`src/rtl/modn_counter.sv`:
```
// Modulo-N up/down counter with load, manual SET adjust, BCD digit outputs and cascade signals.
// Carry/borrow/load-error are registered one-cycle pulses; tc and BCD digits are combinational.
module modn_counter #(
    parameter int unsigned MODULUS   = 60,
    parameter int unsigned WIDTH     = 7,
    parameter int unsigned RESET_VAL = 0
) (
    input  logic             cnt_clk,
    input  logic             cnt_rst,
    input  logic             cnt_en,
    input  logic             cnt_dir,
    input  logic             cnt_load,
    input  logic [WIDTH-1:0] cnt_load_val,
    input  logic             cnt_set_mode,
    input  logic             cnt_set_inc,
    input  logic             cnt_set_dec,
    output logic [WIDTH-1:0] cnt_value,
    output logic [3:0]       cnt_tens,
    output logic [3:0]       cnt_ones,
    output logic             cnt_tc,
    output logic             cnt_carry,
    output logic             cnt_borrow,
    output logic             cnt_load_err
);

    localparam logic [WIDTH-1:0] MaxVal   = WIDTH'(MODULUS - 1);
    localparam logic [WIDTH-1:0] ResetVal = WIDTH'(RESET_VAL);

    typedef enum logic [0:0] {StRun, StSet} state_e;

    state_e           state_q, state_d;
    logic [WIDTH-1:0] value_q, value_d;
    logic             carry_q, carry_d;
    logic             borrow_q, borrow_d;
    logic             load_err_q, load_err_d;
    logic             inc_prev_q, dec_prev_q;

    logic             load_ok;
    logic             inc_rise, dec_rise;
    logic [WIDTH-1:0] value_up, value_dn;

    // Compare in 32 bits so MODULUS == 2**WIDTH still rejects nothing spuriously.
    assign load_ok  = 32'(cnt_load_val) < MODULUS;
    assign inc_rise = cnt_set_inc & ~inc_prev_q;
    assign dec_rise = cnt_set_dec & ~dec_prev_q;
    assign value_up = (value_q == MaxVal) ? '0 : value_q + WIDTH'(1);
    assign value_dn = (value_q == '0) ? MaxVal : value_q - WIDTH'(1);

    // State register
    always_ff @(posedge cnt_clk) begin
        if (cnt_rst) begin
            state_q <= StRun;
        end else begin
            state_q <= state_d;
        end
    end

    // Next-state: mode input is simply registered
    always_comb begin
        state_d = cnt_set_mode ? StSet : StRun;
    end

    // Datapath next-state: load > SET adjust > RUN count
    always_comb begin
        value_d    = value_q;
        carry_d    = 1'b0;
        borrow_d   = 1'b0;
        load_err_d = 1'b0;
        if (cnt_load) begin
            if (load_ok) begin
                value_d = cnt_load_val;
            end else begin
                load_err_d = 1'b1;
            end
        end else if (state_q == StSet) begin
            if (inc_rise && !dec_rise) begin
                value_d = value_up;
            end else if (dec_rise && !inc_rise) begin
                value_d = value_dn;
            end
        end else if (cnt_en) begin
            if (!cnt_dir) begin
                value_d = value_up;
                carry_d = (value_q == MaxVal);
            end else begin
                value_d  = value_dn;
                borrow_d = (value_q == '0);
            end
        end
    end

    always_ff @(posedge cnt_clk) begin
        if (cnt_rst) begin
            value_q    <= ResetVal;
            carry_q    <= 1'b0;
            borrow_q   <= 1'b0;
            load_err_q <= 1'b0;
            inc_prev_q <= 1'b0;
            dec_prev_q <= 1'b0;
        end else begin
            value_q    <= value_d;
            carry_q    <= carry_d;
            borrow_q   <= borrow_d;
            load_err_q <= load_err_d;
            inc_prev_q <= cnt_set_inc;
            dec_prev_q <= cnt_set_dec;
        end
    end

    // Outputs
    always_comb begin
        cnt_tc = 1'b0;
        unique case (state_q)
            StRun:   cnt_tc = cnt_dir ? (value_q == '0) : (value_q == MaxVal);
            StSet:   cnt_tc = 1'b0;
            default: cnt_tc = 1'b0;
        endcase
    end

    // BCD split by range search; value never exceeds 99
    always_comb begin
        int v;
        v        = int'(value_q);
        cnt_tens = 4'd0;
        cnt_ones = 4'd0;
        for (int i = 0; i < 10; i++) begin
            if (v >= i * 10 && v < i * 10 + 10) begin
                cnt_tens = 4'(i);
                cnt_ones = 4'(v - i * 10);
            end
        end
    end

    assign cnt_value    = value_q;
    assign cnt_carry    = carry_q;
    assign cnt_borrow   = borrow_q;
    assign cnt_load_err = load_err_q;

endmodule

```
`config.mk`:
```
export PLATFORM = sky130hd
export DESIGN_NAME = modn_counter
export DESIGN_NICKNAME = d
export VERILOG_FILES = /design/src/rtl/modn_counter.sv
export SDC_FILE = /design/constraint.sdc
export NUM_CORES = 1
export LEC_CHECK = 0
export BUFFER_PORTS_ARGS = -buffer_cell sky130_fd_sc_hd__buf_2
export CAP_MARGIN = 30
export CORE_MARGIN = 2
export CORE_UTILIZATION = 45
export DETAILED_ROUTE_END_ITERATION = 16
export GPL_TIMING_DRIVEN = 0
export PLACE_DENSITY = 0.78
export SYNTH_ARGS = -nofsm -noshare
export SYNTH_HDL_FRONTEND = slang
export SYNTH_SLANG_ARGS = --single-unit
export TNS_END_PERCENT = 1
```
`constraint.sdc`:
```
create_clock -name cnt_clk -period 7 [get_ports cnt_clk]
set_input_delay 0.35 -clock cnt_clk [delete_from_list [all_inputs] [get_ports cnt_clk]]
set_output_delay 0.35 -clock cnt_clk [all_outputs]
set_load 0.03 [all_outputs]
```
== Word level (Yosys, flattened, before mapping) ==
Cells that the tools add are included.

* Word-level logic and storage cells: 100
* Output and inout bits: 19
* Bits in registers: 13

* Bitwise operators: 8
* Mux-type cells: 32
* Order comparisons: 20
* Equal/unequal tests: 3
* Reduce and logical (&&, ||, !) cells: 19
* Add/subtract/negate cells: 11

{| class="wikitable"
|+ Operators with widths
! operator !! count
|-
| 4-bit two-way mux || 18
|-
| 7-bit two-way mux || 9
|-
| 7-bit by 6-bit < comparator with 1-bit output (second input constant) || 4
|-
| 7-bit < comparator (second input constant) || 4
|-
| 7-bit by 6-bit >= comparator with 1-bit output (second input constant) || 3
|-
| 7-bit >= comparator (second input constant) || 3
|-
| 4-bit subtractor (second input constant) || 5
|-
| 7-bit by 5-bit >= comparator with 1-bit output (second input constant) || 2
|-
| 7-bit by 5-bit < comparator with 1-bit output (second input constant) || 2
|-
| 1-bit logical AND || 11
|-
| 5-bit OR reduction || 2
|-
| 4-bit by 3-bit subtractor with 4-bit output (second input constant) || 2
|-
| 7-bit by 1-bit adder with 7-bit output (second input constant) || 1
|-
| 7-bit by 6-bit equality test with 1-bit output (second input constant) || 1
|-
| 7-bit by 4-bit >= comparator with 1-bit output (second input constant) || 1
|-
| 7-bit logical NOT || 1
|-
| 7-bit by 4-bit < comparator with 1-bit output (second input constant) || 1
|-
| 7-bit by 1-bit subtractor with 7-bit output (second input constant) || 1
|-
| 1-bit inverter || 6
|-
| 1-bit two-way mux || 4
|-
| 4-bit by 2-bit inequality test with 1-bit output (second input constant) || 1
|-
| 4-bit by 1-bit subtractor with 4-bit output (second input constant) || 1
|-
| 4-bit by 2-bit subtractor with 4-bit output (second input constant) || 1
|-
| 3-bit AND reduction || 1
|-
| 6 further kinds || 8
|}

== Longest topological paths before layout ==
Gate-level depths: netlist of run 1.

* Word-level depth: 11
* Mapped depth: 10
* Mapped depth without buffers: 8

== Worst setup path after synthesis of run 1 ==
Ideal clock, no wire load.

* Kind: reg2out
* Start point: register value_q[2] (netlist: cnt_value[2])
* End point: output cnt_ones[1]
* Required time: 6650 ps
* Setup slack: 3999 ps
* Cell stages (with the launch flop): 9
* Path buffers: 1
* Arrival time: 2651 ps
* Cells stage by stage: dfxtp_1 -> clkbuf_1 -> inv_1 -> ha_1 -> or3b_4 -> a221o_1 -> a31oi_1 -> o21ai_0 -> a21oi_1

* Cells in the longest elaborated chain, start to end: 11

{| class="wikitable"
|+ Ends and longest elaborated chain
! what !! RTL line !! text
|-
| from (decl) || 32 || <nowiki>logic [WIDTH-1:0] value_q, value_d;</nowiki>
|-
| from (signal assigned) || 94 || <nowiki>value_q <= ResetVal;</nowiki>
|-
| from (signal assigned) || 101 || <nowiki>value_q <= value_d;</nowiki>
|-
| 7-bit by 4-bit < comparator with 1-bit output, or another cell as far along || 127 || <nowiki>if (v >= i * 10 && v < i * 10 + 10) begin</nowiki>
|-
| 4-bit two-way mux or 1-bit logical AND (tied branches) || 127 ||
|-
| 4-bit two-way mux (8 in series) || 127 ||
|-
| 4-bit two-way mux (*) || 127 ||
|-
| to (decl) || 19 || <nowiki>output logic [3:0] cnt_ones,</nowiki>
|}

Mark *: on every way between the ends. The rest lies on a longest branch, timed or not.

== Worst setup path after layout of run 1 ==
* Start point: register value_q[2] (netlist: cnt_value[2])
* End point: output cnt_ones[2]

Same word-level chain as after synthesis.

==> results.sh, run 1 <==
export IMPL_synth_cell_types=57
export IMPL_crit_required_ns=6.65
export IMPL_crit_type="flop to output port"
export IMPL_grtUsageMet1_pct=32.5
export IMPL_min_period_over_period_pct=51.1
export IMPL_final_antenna_net_count=0
export IMPL_use_met3_pct=3.75
export IMPL_hpwl_um=3630
export IMPL_drive_gt1_share_pct=20.5
export IMPL_first_pass_iters=5
export IMPL_yosys_top_cells_area="dfxtp_1 17%, ha_1 9.5%, a21oi_1 6.4%"
export IMPL_fin_skew_ns=0.00625
export IMPL_finalCriticalPeriod_ns=3.58
export IMPL_maxCapViolations=0
export IMPL_outcome="finished clean"
export IMPL_rsz0062_at_grt="no"
export IMPL_synth_most_common_cell="nand2_1"
export IMPL_pre_cts_slack_ns=3.77
export IMPL_grt_pass1_vias=1685
export IMPL_start_util_pct=47.2
export IMPL_cp_cell_sequence="clkbuf_1, inv_1, ha_1, or3b_4, a221o_1, a21boi_1, a21bo_4, nand3_2, a31o_1, buf_2"
export IMPL_crit_path_start="cnt_value[2]"
export IMPL_diodes=0
export IMPL_critical_path_top_delay_family="compound AO/OA/AOI/OAI gates"
export IMPL_num_vias=1893
export IMPL_coreArea_um2=3340
export IMPL_viasPerCell=6.21
export IMPL_syn_avg_cell_area_um2=7.06
export IMPL_syn_nets=250
export IMPL_worst_pin_slew_ns=0.920
export IMPL_dp_cells=301
export IMPL_setup_violations=0
export IMPL_cts_buffers=3
export IMPL_worst_r2r_startpoint="cnt_value[2]"
export IMPL_cts_root_buffer="clkbuf_4"
export IMPL_wirelength_um=4770
export IMPL_cp_start_kind="flop"
export IMPL_synth_top_flop_cell="dfxtp_1"
export IMPL_crit_slowest_cell="a221o_1"
export IMPL_grt_max_degree=11
export IMPL_fin_cells=305
export IMPL_cts_setup_buffers=0
export IMPL_fin_nets=287
export IMPL_synth_common_cells="22 x nand2_1, 20 x a21oi_1, 19 x nor2_1"
export IMPL_slew_headroom_pct=38.1
export IMPL_place_congestion=1.01
export IMPL_cts_tree="done"
export IMPL_synth_top_cell_area_share_pct=16.5
export IMPL_clock_tree_buffer_depth=2
export IMPL_area_delta_synth_final_pct=15.6
export IMPL_port_buffers=32
export IMPL_drc=0
export IMPL_leakagePower_uw=0.000805
export IMPL_hold_violations=0
export IMPL_dieArea_um2=3990
export IMPL_syn_cell_area_um2=1570
export IMPL_setup_tns_ns=0
export IMPL_ys_warn_count=0
export IMPL_syn_inst=223
export IMPL_fp_row_count=21
export IMPL_synth_seq_cells=13
export IMPL_grtUsageTotal_pct=24.0
export IMPL_cellPowerDensity_nw_per_um2=177
export IMPL_top_usage_layer="met2"
export IMPL_critPathArrivalTime_ns=3.23
export IMPL_path_clk_slew_ns=0.09
export IMPL_use_met2_pct=38.6
export IMPL_die_h_um=63.1
export IMPL_path_buf_inv=3
export IMPL_drtIter0Drc=181
export IMPL_post_cts_resized=0
export IMPL_htreeDepth=1
export IMPL_grt_overflow=0
export IMPL_fmax_mhz=280
export IMPL_crit_fanout=10
export IMPL_synth_edf_count=0
export IMPL_hold_path_class="input port to flop"
export IMPL_clock_sinks=13
export IMPL_antenna_found_initial=0
export IMPL_p_total_uw=322
export IMPL_die_w_um=63.1
export IMPL_setup_worst_path_end_class="output port"
export IMPL_yosysTopAreaCell="dfxtp_1"
export IMPL_async_reset_ff_share_pct=0
export IMPL_avgRoutedWirePerCell_um=15.6
export IMPL_grt_pass1_wl_um=7750
export IMPL_ys_seq_area_share_pct=16.5
export IMPL_ios=34
export IMPL_ctsHoldBuffers=0
export IMPL_clkLatencyLatePin_ns=0.28
export IMPL_nFillCells=351
export IMPL_slew_violations=0
export IMPL_min_from="cnt_rst"
export IMPL_setup_slack_ns=3.42
export IMPL_max_vdd_ir_drop_v=0.000117
export IMPL_slowest_delay_ns=0.44
-- state kept, by name (all words and copies together) (netlist names) --
register      flops
cnt_value         7
cnt_borrow        1
cnt_carry         1
cnt_load_err      1
dec_prev_q        1
inc_prev_q        1
state_q           1
-- worst reg2reg max path, stage by stage, from the launching register on --
cell,delay [ns]
dfxtp_1,0.38
clkbuf_1,0.28
inv_1,0.36
ha_1,0.24
nand2_1,0.07
nor4_1,0.70
o31ai_1,0.18
a21oi_1,0.16
a21oi_1,0.05
a211oi_1,0.23
-- cells by family after synthesis --
kind of cell             count (synthesis)  synth area share (%)
AND/OR/NAND/NOR                         82                  26.4
flip-flops                              13                  16.5
XOR/XNOR                                 2                  1.11
buffers and inverters                   25                  6.76
AO/OA/AOI/OAI                           85                  36.9
adder cells (fa/ha/maj)                 12                  9.54
multiplexers                             4                  2.78
-- area by class of cell --
type / instances / area [µm²] / share of cell area, %
plain buffers: 16 / 72.6 / 3.99
clock inverters: 1 / 5.00 / 0.275
flip-flops and latches: 13 / 260 / 14.3
repair buffers: 32 / 160 / 8.80
multi-input cells: 185 / 1210 / 66.4
inverters: 9 / 33.8 / 1.86
clock buffers: 3 / 22.5 / 1.24
well taps: 46 / 57.6 / 3.16
-- path summary, 6_finish.rpt --
kind	endpoint	slack, ns	cells past startpoint
hold reg to reg	cnt_borrow	0.55	1
setup / recovery	cnt_ones[2]	3.42	10
setup reg to reg	cnt_value[5]	4.27	9
hold / removal	dec_prev_q	0.27	2
-- power by group --
group | switching [µW] | internal [µW]
logic | 119 | 69.1
registers | 8.09 | 79.1
clock network | 25.9 | 21.2
total | 153 | 169
-- placed cells by master (no fill, tap or decap), types with 3 or more instances in the layout --
master	instances
a31oi_1	9
buf_2	36
a21oi_1	20
nor2_1	19
o22ai_1	6
a211oi_1	4
nor3_1	4
inv_1	9
mux2_2	3
nand2_1	22
clkbuf_1	11
nor4_1	3
nand4_1	3
nand2b_1	7
nor2b_1	5
o211ai_1	3
dfxtp_1	13
o21ai_0	14
nand3_1	8
clkbuf_4	3
ha_1	12
-- routing by layer --
metal / vias to the layer above / part of all wire (%)
li1: 906 / -
met1: 872 / 43
met2: 105 / 45
met3: 10 / 9.8
met4: 0 / 1.9
met5: - / 0
-- stage by stage --
stage / cell area, µm² / hold WS [ns] / util [%]
floorplan: 1570 / 0.422 / -
global placement: 1790 / 0.527 / 53.7
detailed placement: 1790 / 0.537 / 53.7
CTS: 1820 / 0.262 / 54.5
global route: 1820 / 0.270 / 54.5
finish: 1820 / 0.266 / 54.5
Power figures use the tool's default switching activity.
==> run 2: changes to the inputs <==
==> constraint.sdc (replaced) <==
create_clock -name cnt_clk -period 3.5 [get_ports cnt_clk]
set_input_delay 0.175 -clock cnt_clk [delete_from_list [all_inputs] [get_ports cnt_clk]]
set_output_delay 0.175 -clock cnt_clk [all_outputs]
set_load 0.03 [all_outputs]
==> results.sh, run 2 (same netlist as run 1, synthesis figures left out) <==
export IMPL_outcome="finished clean"
export IMPL_worst_pin_slew_ns=0.871
export IMPL_worst_r2r_startpoint="cnt_value[2]"
export IMPL_worst_r2r_cell_count=9
export IMPL_largest_reg_flops=7
export IMPL_cp_cell_sequence="clkbuf_1, inv_2, ha_1, or3b_4, a221o_1, a21boi_1, a21bo_4, nand3_2, a31o_1, buf_2"
export IMPL_crit_path_start="cnt_value[2]"
export IMPL_fmax_mhz=305
export IMPL_cellPowerDensity_nw_per_um2=354
export IMPL_grtUsageMet1_pct=32.5
export IMPL_drive_gt1_share_pct=20.8
export IMPL_cts_root_buffer="clkbuf_4"
export IMPL_grtUsageTotal_pct=24.0
export IMPL_grt_max_degree=11
export IMPL_start_util_pct=47.2
export IMPL_cp_start_kind="flop"
export IMPL_use_met2_pct=38.6
export IMPL_coreArea_um2=3340
export IMPL_ios=34
export IMPL_swShare_pct=47.4
export IMPL_grt_pass1_wl_um=7750
export IMPL_clock_tree_buffer_depth=2
export IMPL_crit_slowest_cell="a221o_1"
export IMPL_path_depth=10
export IMPL_fin_nets=287
export IMPL_fin_hold_ws_ns=0.0906
export IMPL_dieArea_um2=3990
export IMPL_dp_cells=301
export IMPL_p_sw_uw=306
export IMPL_cts_buffers=3
export IMPL_setup_violations=0
export IMPL_cts_setup_buffers=0
export IMPL_place_congestion=1.01
export IMPL_setup_tns_ns=0
export IMPL_max_vdd_ir_drop_v=0.000235
export IMPL_htreeDepth=1
export IMPL_hpwl_um=3630
export IMPL_final_common_cell="buf_2"
export IMPL_antenna_found_initial=0
export IMPL_diodes=0
export IMPL_port_buffers=32
export IMPL_slew_headroom_pct=41.4
export IMPL_crit_type="flop to output port"
export IMPL_rsz0062_at_grt="no"
export IMPL_drtIter0Drc=171
export IMPL_top_usage_layer="met2"
export IMPL_power_frac_clock_pct=14.6
export IMPL_finalCriticalPeriod_ns=3.28
export IMPL_grt_overflow=0
export IMPL_hold_violations=0
export IMPL_setup_worst_path_end_class="output port"
export IMPL_crit_required_ns=3.32
export IMPL_num_vias=1884
export IMPL_critical_path_top_delay_family="compound AO/OA/AOI/OAI gates"
export IMPL_leakagePower_uw=0.000805
export IMPL_grt_pass1_vias=1685
export IMPL_avgRoutedWirePerCell_um=15.7
export IMPL_p_int_uw=339
export IMPL_clock_sinks=13
export IMPL_timing_rr_end="cnt_value[5]"
export IMPL_fp_row_count=21
export IMPL_most_common_layout_cells="36 x buf_2, 22 x nand2_1, 20 x a21oi_1"
export IMPL_min_period_over_period_pct=93.8
export IMPL_use_met3_pct=3.75
export IMPL_clkLatencyLatePin_ns=0.28
export IMPL_fin_cells=305
export IMPL_path_clk_slew_ns=0.09
export IMPL_fin_skew_ns=0.00557
export IMPL_area_delta_synth_final_pct=15.6
export IMPL_cts_tree="done"
export IMPL_maxCapViolations=0
export IMPL_wirelength_um=4780
export IMPL_viasPerCell=6.18
export IMPL_critPathArrivalTime_ns=3.11
export IMPL_crit_path_end="cnt_ones[2]"
export IMPL_crit_fanout=10
export IMPL_slowest_delay_ns=0.44
export IMPL_p_total_uw=644
export IMPL_p_comb_share_pct=58.3
export IMPL_path_buf_inv=3
export IMPL_drc=0
export IMPL_r2r_setup_slack_ns=0.92
export IMPL_first_pass_iters=4
export IMPL_hold_path_class="input port to flop"
export IMPL_die_h_um=63.1
export IMPL_seqPwrFrac_pct=27.1
export IMPL_slew_violations=0
export IMPL_die_w_um=63.1
export IMPL_final_antenna_net_count=0
[run 2: cell counts in the layout (fill, tap and decap cells not counted)]
No cell type changed its count.
[run 2: routing by layer]
metal | up-vias | share of wire (%)
li1 | 908 | -
met1 | 874 | 45
met2 | 96 | 45
met3 | 6 | 9.2
met4 | 0 | 1.6
met5 | - | 0
[run 2: final cells by class]
type | instances | area [µm²]
buffer | 16 | 72.6
clock buffer | 3 | 22.5
clock inverter | 1 | 5.00
fill | 351 | 1520
inverter | 9 | 33.8
multi-input combinational | 185 | 1210
sequential | 13 | 260
tap | 46 | 57.6
timing repair buffer | 32 | 160
[run 2: per-stage QoR]
| stage | utilization [%] | area, µm² | worst slack (ns) |
|---|---|---|---|
| 6_report | 54.5 | 1820 | 0.217 |
| 5_1_grt | 54.5 | 1820 | 0.0971 |
| 4_1_cts | 54.5 | 1820 | 0.114 |
| 3_5_place_dp | 53.7 | 1790 | 0.441 |
| 3_3_place_gp | 53.7 | 1790 | 0.414 |
| 2_1_floorplan | - | 1570 | 0.674 |
[run 2: power by group through the flow]
stage	registers (µW)	clock network, µW	logic, µW
finish	174	94.4	376
floorplan	190	0	264
CTS	174	95.8	370
global route	176	104	409
detailed placement	178	0	367
global placement	177	0	368
[run 2: worst min path at each step]
stage / cells past startpoint / end / startpoint / slack [ns]
CTS: 2 / dec_prev_q / cnt_rst / 0.09
global placement: 2 / dec_prev_q / cnt_rst / 0.38
floorplan: 1 / dec_prev_q / cnt_rst / 0.25
global route: 2 / dec_prev_q / cnt_rst / 0.1
detailed placement: 2 / dec_prev_q / cnt_rst / 0.39
finish: 2 / dec_prev_q / cnt_rst / 0.09
[run 2: what timing repair did]
| action | 4_1_cts | 5_1_grt |
|---|---|---|
| hold buffers | 0 | 0 |
| endpoints found under the setup margin | 0 | 2 |
| gates resized for setup | 0 | 1 |
==> run 3: changes to the inputs <==
--- a/config.mk
+++ b/config.mk
@@ -5,13 +5,13 @@
 export SDC_FILE = /design/constraint.sdc
 export NUM_CORES = 1
 export LEC_CHECK = 0
-export BUFFER_PORTS_ARGS = -buffer_cell sky130_fd_sc_hd__buf_2
 export CAP_MARGIN = 30
 export CORE_MARGIN = 2
 export CORE_UTILIZATION = 45
 export DETAILED_ROUTE_END_ITERATION = 16
+export DONT_BUFFER_PORTS = 1
 export GPL_TIMING_DRIVEN = 0
-export PLACE_DENSITY = 0.78
+export PLACE_DENSITY = 0.72
 export SYNTH_ARGS = -nofsm -noshare
 export SYNTH_HDL_FRONTEND = slang
 export SYNTH_SLANG_ARGS = --single-unit
==> constraint.sdc (replaced) <==
create_clock -name cnt_clk -period 2.7 [get_ports cnt_clk]
set_input_delay 0.135 -clock cnt_clk [delete_from_list [all_inputs] [get_ports cnt_clk]]
set_output_delay 0.135 -clock cnt_clk [all_outputs]
set_load 0.03 [all_outputs]
==> results.sh, run 3 (same netlist as run 1, synthesis figures left out) <==
export IMPL_critPathArrivalTime_ns=2.54
export IMPL_outcome="finished clean"
export IMPL_drc=0
export IMPL_path_buf_inv=2
export IMPL_postLayoutCellArea_um2=1830
export IMPL_diodes=0
export IMPL_place_congestion=0.964
export IMPL_crit_type="flop to output port"
export IMPL_antenna_found_initial=0
export IMPL_rsz0062_at_grt="yes"
export IMPL_ios=34
export IMPL_setup_tns_ns=0
export IMPL_setup_worst_path_end_class="output port"
export IMPL_cp_cell_sequence="buf_12, clkinv_8, ha_4, or3b_4, a221o_1, o211ai_1, a31oi_1, a31oi_1, o221a_2"
export IMPL_cellPowerDensity_nw_per_um2=462
export IMPL_max_vdd_ir_drop_v=0.000297
export IMPL_critical_path_top_delay_family="compound AO/OA/AOI/OAI gates"
export IMPL_cts_buffers=3
export IMPL_clock_tree_buffer_depth=2
export IMPL_grtUsageTotal_pct=24.8
export IMPL_dieArea_um2=3990
export IMPL_slew_headroom_pct=46.2
export IMPL_leakagePower_uw=0.000730
export IMPL_dp_cells=269
export IMPL_slew_violations=0
export IMPL_clkLatencyLatePin_ns=0.28
export IMPL_fin_hold_ws_ns=0.0519
export IMPL_grt_overflow=0
export IMPL_crit_path_start="cnt_value[2]"
export IMPL_min_from="cnt_rst"
export IMPL_most_common_layout_cells="22 x nand2_1, 18 x nor2_1, 18 x a21oi_1"
export IMPL_hold_path_class="input port to flop"
export IMPL_largest_reg_flops=7
export IMPL_crit_required_ns=2.57
export IMPL_grt_max_degree=11
export IMPL_setup_violations=0
export IMPL_avgRoutedWirePerCell_um=17.1
export IMPL_nFillCells=352
export IMPL_die_w_um=63.1
export IMPL_final_antenna_net_count=0
export IMPL_grt_pass1_wl_um=7910
export IMPL_final_common_cell="nand2_1"
export IMPL_cts_root_buffer="clkbuf_4"
export IMPL_area_delta_synth_final_pct=16.0
export IMPL_finalCriticalPeriod_ns=2.67
export IMPL_clock_sinks=13
export IMPL_maxCapViolations=0
export IMPL_start_util_pct=47.2
export IMPL_slowest_delay_ns=0.41
export IMPL_min_period_over_period_pct=99.0
export IMPL_viasPerCell=6.38
export IMPL_first_pass_iters=5
export IMPL_port_buffers=0
export IMPL_wirelength_um=4830
export IMPL_htreeDepth=1
export IMPL_coreArea_um2=3340
export IMPL_grt_pass1_vias=1639
export IMPL_hpwl_um=3540
export IMPL_fin_skew_ns=0.00653
export IMPL_r2r_setup_slack_ns=0.37
export IMPL_placed_cell_area_um2=1640
export IMPL_hold_violations=0
export IMPL_fmax_mhz=374
export IMPL_drtIter0Drc=133
export IMPL_cp_start_kind="flop"
export IMPL_worst_r2r_startpoint="cnt_value[3]"
export IMPL_drive_gt1_share_pct=17.8
export IMPL_crit_slowest_cell="dfxtp_4"
export IMPL_cp_common_cell="a31oi_1"
export IMPL_fin_cells=282
export IMPL_num_vias=1799
export IMPL_crit_fanout=10
export IMPL_cts_tree="done"
export IMPL_worst_pin_slew_ns=0.803
export IMPL_die_h_um=63.1
export IMPL_path_clk_slew_ns=0.08
export IMPL_fp_row_count=21
export IMPL_fin_nets=264
run 3: final cells by class:
type	count	area, µm²	area share (%)
buffer	16	92.6	5.07
clock buffer	4	26.3	1.44
inverter	9	46.3	2.54
multi-input combinational	185	1250	68.4
sequential	13	272	14.9
tap	46	57.6	3.15
timing repair buffer	9	82.6	4.52
run 3: layer usage:
layer	vias to the layer above	part of all wire, %	global-route usage [%]
met1	826	44	32.9
met3	10	9.0	4.11
met5	-	0	0
met2	94	46	40.2
li1	869	-	-
met4	0	1.4	9.44
run 3: worst paths after layout:
| path | depth (start not counted) | endpoint |
|---|---|---|
| setup / recovery | 9 | cnt_ones[3] |
| hold / removal | 3 | cnt_borrow |
| setup reg to reg | 9 | cnt_value[5] |
| hold reg to reg | 1 | cnt_borrow |
run 3: stage by stage:
step                      power [µW]  setup slack, ns  utilization, %
after floorplan                  591         -0.00378               -
after global placement           673           -0.468            49.0
after detailed placement         673           -0.451            49.0
after CTS                        826          0.00143            53.2
after global routing             903           -0.104            54.7
final                            844           0.0258            54.7
run 3: worst min-delay path, delay by kind of cell:
| family | cells | cell delay [ns] |
|---|---|---|
| simple gates | 3 | 0.16 |
run 3: power by group:
part	switching (µW)	total (µW)	internal, µW	leakage, µW
sequential	46.4	254	207	0.000109
combinational	289	468	180	0.000606
clock	64.3	122	57.5	0.0000150
run 3: what timing repair did:
action | 4_1_cts | 5_1_grt
hold endpoints to repair | 5 | 1
hold buffers | 5 | 1
setup buffers | 1 | 2
resized for setup | 20 | 11
endpoints found under the setup margin | 11 | 6
pin swaps | 3 | 4
